$ cat config.mk
export PLATFORM = sky130hd
export DESIGN_NAME = regbank_wb_queue_flat
export DESIGN_NICKNAME = d
export VERILOG_FILES = /design/src/rtl/regbank_wb_queue_pkg.sv /design/src/rtl/regbank_wb_queue_if.sv /design/src/rtl/regbank_wb_queue_wb_fifo.sv /design/src/rtl/regbank_wb_queue.sv /design/src/flat_wrapper.sv
export SDC_FILE = /design/constraint.sdc
export NUM_CORES = 1
export LEC_CHECK = 0
export CORE_MARGIN = 3
export CORE_UTILIZATION = 49
export DETAILED_ROUTE_END_ITERATION = 7
export PLACE_DENSITY = 0.75
export SYNTH_ARGS = -nofsm -noshare
export SYNTH_HDL_FRONTEND = slang
export SYNTH_HIERARCHICAL = 1
export SYNTH_SLANG_ARGS = --single-unit
$ cat constraint.sdc
create_clock -name clk -period 3.8 [get_ports clk]
set_clock_uncertainty 0.2 [all_clocks]
set_input_delay 0.76 -clock clk [delete_from_list [all_inputs] [get_ports clk]]
set_output_delay 0.76 -clock clk [all_outputs]
set_load 0.01 [all_outputs]
$ cat src/rtl/regbank_wb_queue_pkg.sv
`default_nettype none
// ============================================================================
// regbank_wb_queue_pkg -- shared register-file constants and queue entry type
// Revision 1.0
// ============================================================================
package regbank_wb_queue_pkg;

   localparam int NREG     = 17;
   localparam int SP_IDX   = 16;
   localparam int ZERO_IDX = 0;
   localparam int WB_AW    = 5;
   localparam int WB_DW    = 32;

   typedef struct packed {
      logic [WB_AW-1:0] addr;
      logic [WB_DW-1:0] data;
   } wb_entry_t;

endpackage : regbank_wb_queue_pkg
`default_nettype wire

$ cat src/rtl/regbank_wb_queue_if.sv
`default_nettype none
// ============================================================================
// regbank_wb_queue_if -- producer intake, bank write port and scoreboard bus
// Revision 1.0
// ============================================================================
interface regbank_wb_queue_if #(
   parameter int AW   = 5,
   parameter int DW   = 32,
   parameter int NREG = 17,
   parameter int CW   = 3
);
   logic          alu_valid;
   logic [AW-1:0] alu_addr;
   logic [DW-1:0] alu_data;
   logic          alu_ready;
   logic          ld_valid;
   logic [AW-1:0] ld_addr;
   logic [DW-1:0] ld_data;
   logic          ld_ready;
   logic          wr_en;
   logic [AW-1:0] wr_addr;
   logic [DW-1:0] wr_data;
   logic [NREG-1:0] busy;
   logic [CW-1:0] count;
   logic          err;

   modport master (
      output alu_valid, alu_addr, alu_data, ld_valid, ld_addr, ld_data,
      input  alu_ready, ld_ready, wr_en, wr_addr, wr_data, busy, count, err
   );

   modport slave (
      input  alu_valid, alu_addr, alu_data, ld_valid, ld_addr, ld_data,
      output alu_ready, ld_ready, wr_en, wr_addr, wr_data, busy, count, err
   );
endinterface : regbank_wb_queue_if
`default_nettype wire

$ cat src/rtl/regbank_wb_queue_wb_fifo.sv
`default_nettype none
// ============================================================================
// wb_fifo -- DEPTH-entry in-order FIFO, 0/1/2 pushes and 0/1 pop per cycle
// Revision 1.0
// ============================================================================
module wb_fifo
   import regbank_wb_queue_pkg::*;
#(
   parameter int DEPTH = 4
) (
   input  wire logic                     clk,
   input  wire logic                     reset,
   input  wire logic                     push0_i,
   input  wire wb_entry_t                push0_entry_i,
   input  wire logic                     push1_i,
   input  wire wb_entry_t                push1_entry_i,
   input  wire logic                     pop_i,
   output wb_entry_t                     head_o,
   output logic [$clog2(DEPTH):0]        count_o,
   output logic [DEPTH-1:0]              valid_o,
   output wb_entry_t [DEPTH-1:0]         entries_o
);
   localparam int PW = $clog2(DEPTH);
   localparam int CW = PW + 1;

   wb_entry_t [DEPTH-1:0] mem_q;
   logic [PW-1:0]         wr_ptr_q;
   logic [PW-1:0]         rd_ptr_q;
   logic [CW-1:0]         count_q;
   logic [PW-1:0]         off;

   // push1 is only ever raised together with push0, so it lands one slot later
   always_ff @(posedge clk) begin
      if (push0_i) mem_q[wr_ptr_q]           <= push0_entry_i;
      if (push1_i) mem_q[wr_ptr_q + PW'(1)]  <= push1_entry_i;
   end

   always_ff @(posedge clk) begin
      if (reset) begin
         wr_ptr_q <= '0;
         rd_ptr_q <= '0;
         count_q  <= '0;
      end else begin
         wr_ptr_q <= wr_ptr_q + PW'(push0_i) + PW'(push1_i);
         rd_ptr_q <= rd_ptr_q + PW'(pop_i);
         count_q  <= count_q + CW'(push0_i) + CW'(push1_i) - CW'(pop_i);
      end
   end

   // A slot is live when its distance from the head is below the occupancy
   always_comb begin
      off     = '0;
      valid_o = '0;
      for (int i = 0; i < DEPTH; i++) begin
         off        = PW'(i) - rd_ptr_q;
         valid_o[i] = (CW'(off) < count_q);
      end
   end

   assign head_o    = mem_q[rd_ptr_q];
   assign count_o   = count_q;
   assign entries_o = mem_q;

endmodule : wb_fifo
`default_nettype wire

$ cat src/rtl/regbank_wb_queue.sv
`default_nettype none
// ============================================================================
// regbank_wb_queue -- ALU/load writeback queue with RAW scoreboard for decode
// Revision 1.0
// ============================================================================
module regbank_wb_queue #(
   parameter int DEPTH = 4,
   parameter int AW    = 5,
   parameter int DW    = 32,
   parameter int NREG  = 17
) (
   input  wire logic         clk,
   input  wire logic         reset,
   regbank_wb_queue_if.slave bus
);
   import regbank_wb_queue_pkg::*;

   localparam int CW = $clog2(DEPTH) + 1;

   wb_entry_t             ld_ent, alu_ent, push0_entry, head;
   wb_entry_t [DEPTH-1:0] entries;
   logic [DEPTH-1:0]      valid;
   logic [CW-1:0]         count, free;
   logic                  ld_acc, alu_acc, ld_keep, alu_keep;
   logic                  push0, push1, pop;
   logic                  err_q, err_d;
   logic [NREG-1:0]       busy;

   assign free          = CW'(DEPTH) - count;
   assign bus.ld_ready  = (free != '0);
   assign bus.alu_ready = (free >= CW'(2)) || ((free == CW'(1)) && !bus.ld_valid);

   assign ld_acc   = bus.ld_valid  && bus.ld_ready;
   assign alu_acc  = bus.alu_valid && bus.alu_ready;
   assign ld_keep  = ld_acc  && (int'(bus.ld_addr)  != ZERO_IDX) && (int'(bus.ld_addr)  < NREG);
   assign alu_keep = alu_acc && (int'(bus.alu_addr) != ZERO_IDX) && (int'(bus.alu_addr) < NREG);

   assign ld_ent  = '{addr: WB_AW'(bus.ld_addr),  data: WB_DW'(bus.ld_data)};
   assign alu_ent = '{addr: WB_AW'(bus.alu_addr), data: WB_DW'(bus.alu_data)};

   // The load belongs to the older instruction, so it takes the first slot
   assign push0       = ld_keep || alu_keep;
   assign push0_entry = ld_keep ? ld_ent : alu_ent;
   assign push1       = ld_keep && alu_keep;

   // Held off during reset so a flushed head never reaches the bank
   assign pop = (count != '0) && !reset;

   wb_fifo #(.DEPTH(DEPTH)) u_fifo (
      .clk           (clk),
      .reset         (reset),
      .push0_i       (push0),
      .push0_entry_i (push0_entry),
      .push1_i       (push1),
      .push1_entry_i (alu_ent),
      .pop_i         (pop),
      .head_o        (head),
      .count_o       (count),
      .valid_o       (valid),
      .entries_o     (entries)
   );

   assign bus.wr_en   = pop;
   assign bus.wr_addr = (count != '0) ? AW'(head.addr) : '0;
   assign bus.wr_data = (count != '0) ? DW'(head.data) : '0;
   assign bus.count   = count;

   always_comb begin
      busy = '0;
      for (int r = 0; r < NREG; r++) begin
         for (int i = 0; i < DEPTH; i++) begin
            if (valid[i] && (int'(entries[i].addr) == r)) busy[r] = 1'b1;
         end
      end
   end
   assign bus.busy = busy;

   always_comb begin
      err_d = err_q;
      if (ld_acc  && (int'(bus.ld_addr)  >= NREG)) err_d = 1'b1;
      if (alu_acc && (int'(bus.alu_addr) >= NREG)) err_d = 1'b1;
   end

   always_ff @(posedge clk) begin
      if (reset) err_q <= 1'b0;
      else       err_q <= err_d;
   end
   assign bus.err = err_q;

endmodule : regbank_wb_queue
`default_nettype wire

$ cat src/flat_wrapper.sv
// flat-port wrapper written by rule: the top's interface ports become plain ports
module regbank_wb_queue_flat import regbank_wb_queue_pkg::*;
#(
   parameter int DEPTH = 4,
   parameter int AW    = 5,
   parameter int DW    = 32,
   parameter int NREG  = 17
)
  (clk, reset, bus_alu_valid, bus_alu_addr, bus_alu_data, bus_ld_valid, bus_ld_addr, bus_ld_data, bus_alu_ready, bus_ld_ready, bus_wr_en, bus_wr_addr, bus_wr_data, bus_busy, bus_count, bus_err);
  regbank_wb_queue_if #(.AW(AW), .DW(DW), .NREG(NREG), .CW(3)) bus_i ();
  input  wire logic clk;
  input  wire logic reset;
  input wire logic [$bits(bus_i.alu_valid)-1:0] bus_alu_valid;
  input wire logic [$bits(bus_i.alu_addr)-1:0] bus_alu_addr;
  input wire logic [$bits(bus_i.alu_data)-1:0] bus_alu_data;
  input wire logic [$bits(bus_i.ld_valid)-1:0] bus_ld_valid;
  input wire logic [$bits(bus_i.ld_addr)-1:0] bus_ld_addr;
  input wire logic [$bits(bus_i.ld_data)-1:0] bus_ld_data;
  output wire logic [$bits(bus_i.alu_ready)-1:0] bus_alu_ready;
  output wire logic [$bits(bus_i.ld_ready)-1:0] bus_ld_ready;
  output wire logic [$bits(bus_i.wr_en)-1:0] bus_wr_en;
  output wire logic [$bits(bus_i.wr_addr)-1:0] bus_wr_addr;
  output wire logic [$bits(bus_i.wr_data)-1:0] bus_wr_data;
  output wire logic [$bits(bus_i.busy)-1:0] bus_busy;
  output wire logic [$bits(bus_i.count)-1:0] bus_count;
  output wire logic [$bits(bus_i.err)-1:0] bus_err;
  assign bus_i.alu_valid = bus_alu_valid;
  assign bus_i.alu_addr = bus_alu_addr;
  assign bus_i.alu_data = bus_alu_data;
  assign bus_i.ld_valid = bus_ld_valid;
  assign bus_i.ld_addr = bus_ld_addr;
  assign bus_i.ld_data = bus_ld_data;
  assign bus_alu_ready = bus_i.alu_ready;
  assign bus_ld_ready = bus_i.ld_ready;
  assign bus_wr_en = bus_i.wr_en;
  assign bus_wr_addr = bus_i.wr_addr;
  assign bus_wr_data = bus_i.wr_data;
  assign bus_busy = bus_i.busy;
  assign bus_count = bus_i.count;
  assign bus_err = bus_i.err;
  regbank_wb_queue #(.DEPTH(DEPTH), .AW(AW), .DW(DW), .NREG(NREG)) u_core (.clk(clk), .reset(reset), .bus(bus_i));
endmodule
==> results of run 1 <==
## metal layers
metal	global-route usage [%]	part of all wire, %	vias to the layer above
li1	-	-	4152
met1	35.9	41	4056
met2	43.6	47	484
met3	5.36	9.8	61
met4	10.5	2.2	2
met5	0	0.048	-
## sequential cells by signal, indices dropped and copies added, names as in the netlist
register,flops
u_core/u_fifo/entries_o,148
u_core/u_fifo/count_o,3
u_core/u_fifo/rd_ptr_q,2
u_core/u_fifo/wr_ptr_q,2
u_core/bus.err,1
## Yosys cell counts (3+ instances only)
cell,number
nor2b_1,53
nand3_1,9
o221ai_1,8
dfxtp_1,156
fa_1,3
nand4_1,5
a31oi_1,148
or2_2,5
ha_1,11
buf_2,36
a21oi_1,6
xnor2_1,5
a22oi_1,19
nand2b_1,5
mux2_2,35
mux4_2,37
buf_4,7
inv_1,12
nor2_1,160
nor4bb_1,8
buf_6,15
a32oi_1,4
nand2_1,308
clkbuf_1,19
## cell families (layout without fill, tap and decap cells)
kind of cell | after synthesis | after routing | share of synthesized area [%]
buffers and inverters | 91 | 235 | 5.99
and+or+nand+nor | 577 | 577 | 28.4
AOI/OAI and AO/OA | 192 | 192 | 14.0
xor gates and xnor gates | 6 | 6 | 0.588
muxes | 73 | 73 | 13.9
adders and majority gates | 14 | 14 | 2.21
DFF | 156 | 156 | 34.9
## layout make-up
| cell class | count | area, um2 |
|---|---|---|
| tap | 225 | 282 |
| fill | 1482 | 6240 |
| multi-input combinational | 862 | 5390 |
| clock inverter | 9 | 109 |
| clock buffer | 21 | 492 |
| inverter | 12 | 45.0 |
| sequential | 156 | 3130 |
| timing repair buffer | 193 | 1920 |
## worst paths after layout
check	startpoint	end	depth (start not counted)
max	u_core/u_fifo/rd_ptr_q[0]	bus_busy[10]	10
min	u_core/u_fifo/entries_o[96]	u_core/u_fifo/entries_o[96]	2
max reg2reg	u_core/u_fifo/count_o[1]	u_core/u_fifo/count_o[2]	14
min reg2reg	u_core/u_fifo/entries_o[96]	u_core/u_fifo/entries_o[96]	2
## stage by stage
step / power [mW] / setup TNS (ns)
3_3_place_gp: 7.20 / 0
6_report: 9.16 / 0
2_1_floorplan: 5.66 / 0
3_5_place_dp: 7.31 / 0
5_1_grt: 9.74 / -0.0659
4_1_cts: 9.09 / 0
## worst register-to-register path, stage by stage, from the launching register on
cell,delay (ns)
dfxtp_1,0.33
buf_4,0.13
inv_1,0.05
ha_1,0.22
ha_1,0.24
nor3b_1,0.35
mux2i_4,0.14
nor3_2,0.23
inv_1,0.06
ha_1,0.27
inv_1,0.04
fa_1,0.39
fa_1,0.42
xnor2_1,0.16
nor2_1,0.05
## power by group
group	leakage [nW]	internal, mW	switching [mW]
Combinational	3.00	2.31	2.07
Clock	0.296	1.05	0.678
Sequential	1.31	2.45	0.597
Total	4.60	5.81	3.34
## what timing repair did
| item | in CTS | in global routing |
|---|---|---|
| setup buffers | 2 | 0 |
| endpoints found under the hold margin | 0 | 0 |
| endpoints found under the setup margin | 28 | 15 |
| gates resized for setup | 2 | 22 |
==> results.json, run 1 <==
{
  "r2r_slack_ns": 0.41,
  "boundaryPins": 139,
  "core_area_mm2": 0.0176,
  "synth_top_cell_by_area": "dfxtp_1",
  "synth_seq_area_share_pct": 34.9,
  "drtIter0Drc": 786,
  "drc": 0,
  "clockBufferDepth": 2,
  "cts_tree": "done",
  "routed_wl_um": 27200,
  "syn_area_mm2": 0.00894,
  "design_area_mm2": 0.0114,
  "cp_max_fo": 5,
  "synth_fp_nets": 1201,
  "place_hpwl_um": 17500,
  "period_needed_ns": 3.69,
  "avgSynthCellArea_um2": 8.06,
  "clkTransAtPathRegs_ns": 0.06,
  "instances_no_fill": 1478,
  "drv_cap": 0,
  "worstPathRequired_ns": 2.84,
  "setup_viol": 0,
  "cp_data_arrival_time_ns": 2.73,
  "relSlewSlack_pct": 36.8,
  "grt_pass1_wl_um": 43600,
  "endpoint_kind": "output port",
  "cts.sinks": 156,
  "htreeDepth": 4,
  "grt.total_usage_pct": 27.1,
  "antenna_found_initial": 1,
  "power_density_mw_per_mm2": 806,
  "grt_pass1_vias": 8542,
  "initial_core_util_pct": 50.8,
  "ir_drop_uv": 782,
  "netlist.area_leader.share_pct": 34.9,
  "status": "finished, final reports clean",
  "finalCritPeriodShare_pct": 97.2,
  "critPathTopFamily": "buffers and inverters",
  "overflow": 0,
  "placedInstanceArea_mm2": 0.0106,
  "cts_made_buffers": 17,
  "diodes": 0,
  "fmax_mhz": 271,
  "port_buffers": 138,
  "dp_cells": 1446,
  "slew_viol_final": 0,
  "hold_path.class": "flip-flop to flip-flop",
  "cellLeakagePower_nw": 4.60,
  "pre_cts_slack_ns": 0.0924,
  "cts-root-buf": "clkbuf_16",
  "async_flop_share_pct": 0,
  "num_rows": 48,
  "worst_slew_pin_slew_ns": 0.947,
  "clk_latency_ns": 0.42,
  "synth_ff_type": "dfxtp_1",
  "synth.area.top_cells": "dfxtp_1, nand2_1, a31oi_1",
  "path_class": "flip-flop to output port",
  "crit_chain": "xnor2_2 -> inv_1 -> ha_1 -> a21oi_2 -> or2_4 -> nor4bb_2 -> buf_4 -> a22oi_1 -> nand2_1 -> clkdlybuf4s50_1",
  "synth_cells": 1109,
  "wl_per_cell_um": 18.4,
  "final_common_cell": "nand2_1",
  "synth-seq-cells": 156,
  "drt_pre_antenna_iters": 6,
  "syn2layout_area_growth_pct": 27.1,
  "hold_viol": 0,
  "synth-edff-count": 0,
  "startpoint_type": "flip-flop",
  "final_util_pct": 64.6,
  "vias_per_cell": 5.92,
  "vias": 8755,
  "die_w_um": 141,
  "grt_max_degree": 75,
  "fin_hold_ws_ns": 0.268,
  "final_cell_mix": "nand2_1, nor2_1, dfxtp_1, a31oi_1, clkdlybuf4s50_1",
  "cp_slowest_cell": "clkdlybuf4s50_1",
  "nNetsFinal": 1334,
  "cp_slowest_stage_delay_ns": 0.53,
  "crit_buf_inv": 3,
  "die_h_um": 141,
  "die-area_mm2": 0.0199,
  "ant_nets": 0,
  "synth.distinct_cells": 51,
  "cts_hold_buf": 0,
  "setup_slack_ns": 0.105,
  "drive_above_1_share_pct": 15.3,
  "yosysWarnings": 6,
  "gp_congestion": 0.925
}
Power figures use the tool's default switching activity.
==> run 2: changes to the inputs <==
--- a/config.mk
+++ b/config.mk
@@ -8,7 +8,7 @@
 export CORE_MARGIN = 3
 export CORE_UTILIZATION = 49
 export DETAILED_ROUTE_END_ITERATION = 7
-export PLACE_DENSITY = 0.75
+export PLACE_DENSITY = 0.77
 export SYNTH_ARGS = -nofsm -noshare
 export SYNTH_HDL_FRONTEND = slang
 export SYNTH_HIERARCHICAL = 1
==> run 2 against run 1 <==
  * Global-route usage up 0.14 points
  * Clock power about the same
  * Sequential share of layout area up 0.067 points
  * Flip-flop and latch count unchanged
  * Non-clock buffer count up 2
  * Sequential power about the same
  * Combinational power about the same
  * Clock-buffer cell count unchanged
  * Via count up 2.7%
  * Critical path depth unchanged
  * First-iteration DRC count up 19%
==> results.json, run 2 (synthesis results as in run 1) <==
{
  "clkTransAtPathRegs_ns": 0.06,
  "cts_tree": "done",
  "status": "finished, final reports clean",
  "num_rows": 48,
  "worstHoldStart": "u_core/u_fifo/entries_o[78]",
  "grt_pass1_vias": 8499,
  "die_h_um": 141,
  "die-area_mm2": 0.0199,
  "final_common_cell": "nand2_1",
  "place_hpwl_um": 18000,
  "p_switching_mw": 3.37,
  "cp_max_fo": 5,
  "setup_viol": 0,
  "fmax_mhz": 268,
  "slew_viol_final": 0,
  "ir_drop_uv": 460,
  "period_needed_ns": 3.73,
  "cts.sinks": 156,
  "cp_slowest_stage_delay_ns": 0.53,
  "clk_latency_ns": 0.43,
  "r2r_end": "u_core/u_fifo/count_o[2]",
  "reg2reg_depth": 13,
  "finalCritPeriodShare_pct": 98.2,
  "hold_path.class": "flip-flop to flip-flop",
  "crit_chain": "xnor2_2 -> inv_1 -> ha_1 -> a21oi_1 -> or2_4 -> nor4bb_2 -> buf_4 -> a22oi_1 -> nand2_1 -> clkdlybuf4s50_1",
  "antenna_found_initial": 0,
  "initial_core_util_pct": 50.8,
  "boundaryPins": 139,
  "nNetsFinal": 1336,
  "port_buffers": 138,
  "startpoint_type": "flip-flop",
  "core_area_mm2": 0.0176,
  "internal_power_mw": 5.80,
  "path_class": "flip-flop to output port",
  "vias": 8994,
  "die_w_um": 141,
  "grt.total_usage_pct": 27.2,
  "rr_startpoint": "u_core/u_fifo/count_o[1]",
  "drc": 0,
  "diodes": 0,
  "ant_nets": 0,
  "seqPwrFrac_pct": 33.4,
  "final_cell_mix": "nand2_1, nor2_1, dfxtp_1, a31oi_1, clkdlybuf4s50_1",
  "power_density_mw_per_mm2": 808,
  "cts_made_buffers": 17,
  "worst_slew_pin_slew_ns": 0.589,
  "fin_hold_ws_ns": 0.271,
  "grt_max_degree": 55,
  "cp_slowest_cell": "clkdlybuf4s50_1",
  "swShare_pct": 36.7,
  "syn2layout_area_growth_pct": 26.9,
  "gp_congestion": 0.898,
  "clockBufferDepth": 2,
  "r2r_slack_ns": 0.45,
  "vias_per_cell": 6.07,
  "overflow": 0,
  "wl_per_cell_um": 18.5,
  "pwr-share-clk_pct": 18.9,
  "endpoint_kind": "output port",
  "largest_register_ffs": 148,
  "routed_wl_um": 27500,
  "crit_buf_inv": 3,
  "cp_data_arrival_time_ns": 2.77,
  "cts_hold_buf": 0,
  "htreeDepth": 4,
  "holdPathEnd": "u_core/u_fifo/entries_o[78]",
  "drt_pre_antenna_iters": 7,
  "cts-root-buf": "clkbuf_16",
  "cellLeakagePower_nw": 4.67,
  "critPathTopFamily": "buffers and inverters",
  "grt_pass1_wl_um": 43900,
  "worstPathRequired_ns": 2.84,
  "drive_above_1_share_pct": 15.3,
  "final_util_pct": 64.5,
  "hold_depth": 2,
  "drtIter0Drc": 935,
  "relSlewSlack_pct": 60.2,
  "drv_cap": 0,
  "hold_viol": 0,
  "combPwrFrac_pct": 47.8
}
==> run 2: tightest hold or removal path, cell delays in order (launching register included) <==
cell and delay [ns]:
dfxtp_1 0.31, nand2_1 0.05, a31oi_1 0.07
==> run 2: area by class of cell <==
type / count / area, um2
Clock buffer: 21 / 450
Timing Repair Buffer: 195 / 1910
Clock inverter: 11 / 143
Sequential cell: 156 / 3130
Fill cell: 1460 / 6250
Inverter: 12 / 45.0
Multi-Input combinational cell: 862 / 5390
Tap cell: 225 / 282
==> run 2: how the worst max path moves through the flow <==
stage	startpoint	endpoint	slack [ns]	cells past startpoint
floorplan	u_core/u_fifo/count_o[0]	u_core/u_fifo/count_o[2]	0.15	14
global placement	bus_ld_addr[0]	u_core/u_fifo/count_o[2]	0.15	11
detailed placement	bus_ld_addr[0]	u_core/u_fifo/count_o[2]	0.07	11
CTS	u_core/u_fifo/count_o[1]	bus_busy[11]	0.004	9
global route	u_core/u_fifo/rd_ptr_q[0]	bus_busy[9]	-0.04	10
finish	u_core/u_fifo/rd_ptr_q[0]	bus_busy[9]	0.07	10
==> run 2: power by group through the flow <==
stage	combinational [mW]	clock (mW)	sequential [mW]
after CTS	4.30	1.74	3.02
final	4.38	1.73	3.06
after detailed placement	4.23	0	3.07
after global placement	4.11	0	3.05
after floorplan	2.82	0	2.85
after global routing	4.75	1.82	3.17
==> run 2: what timing repair did <==
item | in CTS | in global routing
gates resized for setup | 5 | 25
setup buffers | 4 | 1
endpoints found under the setup margin | 16 | 16
gates cloned | 0 | 0
==> run 2: stage by stage <==
stage | power, mW | instances | worst slack [ns] | instance area (um2) | TNS [ns]
after CTS | 9.06 | 1481 | 0.00356 | 11200 | 0
after global routing | 9.74 | 1482 | -0.0413 | 11300 | -0.0413
after floorplan | 5.66 | 1109 | 0.153 | 8940 | 0
after detailed placement | 7.31 | 1445 | 0.0748 | 10600 | 0
after global placement | 7.16 | 1445 | 0.147 | 10600 | 0
final | 9.17 | 1482 | 0.0699 | 11300 | 0
==> run 2: routing by layer <==
layer	wire, um	up-vias	GRT usage, %
li1	-	4151	-
met1	11400	4254	36.5
met2	12900	517	44.2
met3	2510	72	5.39
met4	639	0	8.87
met5	0	-	0
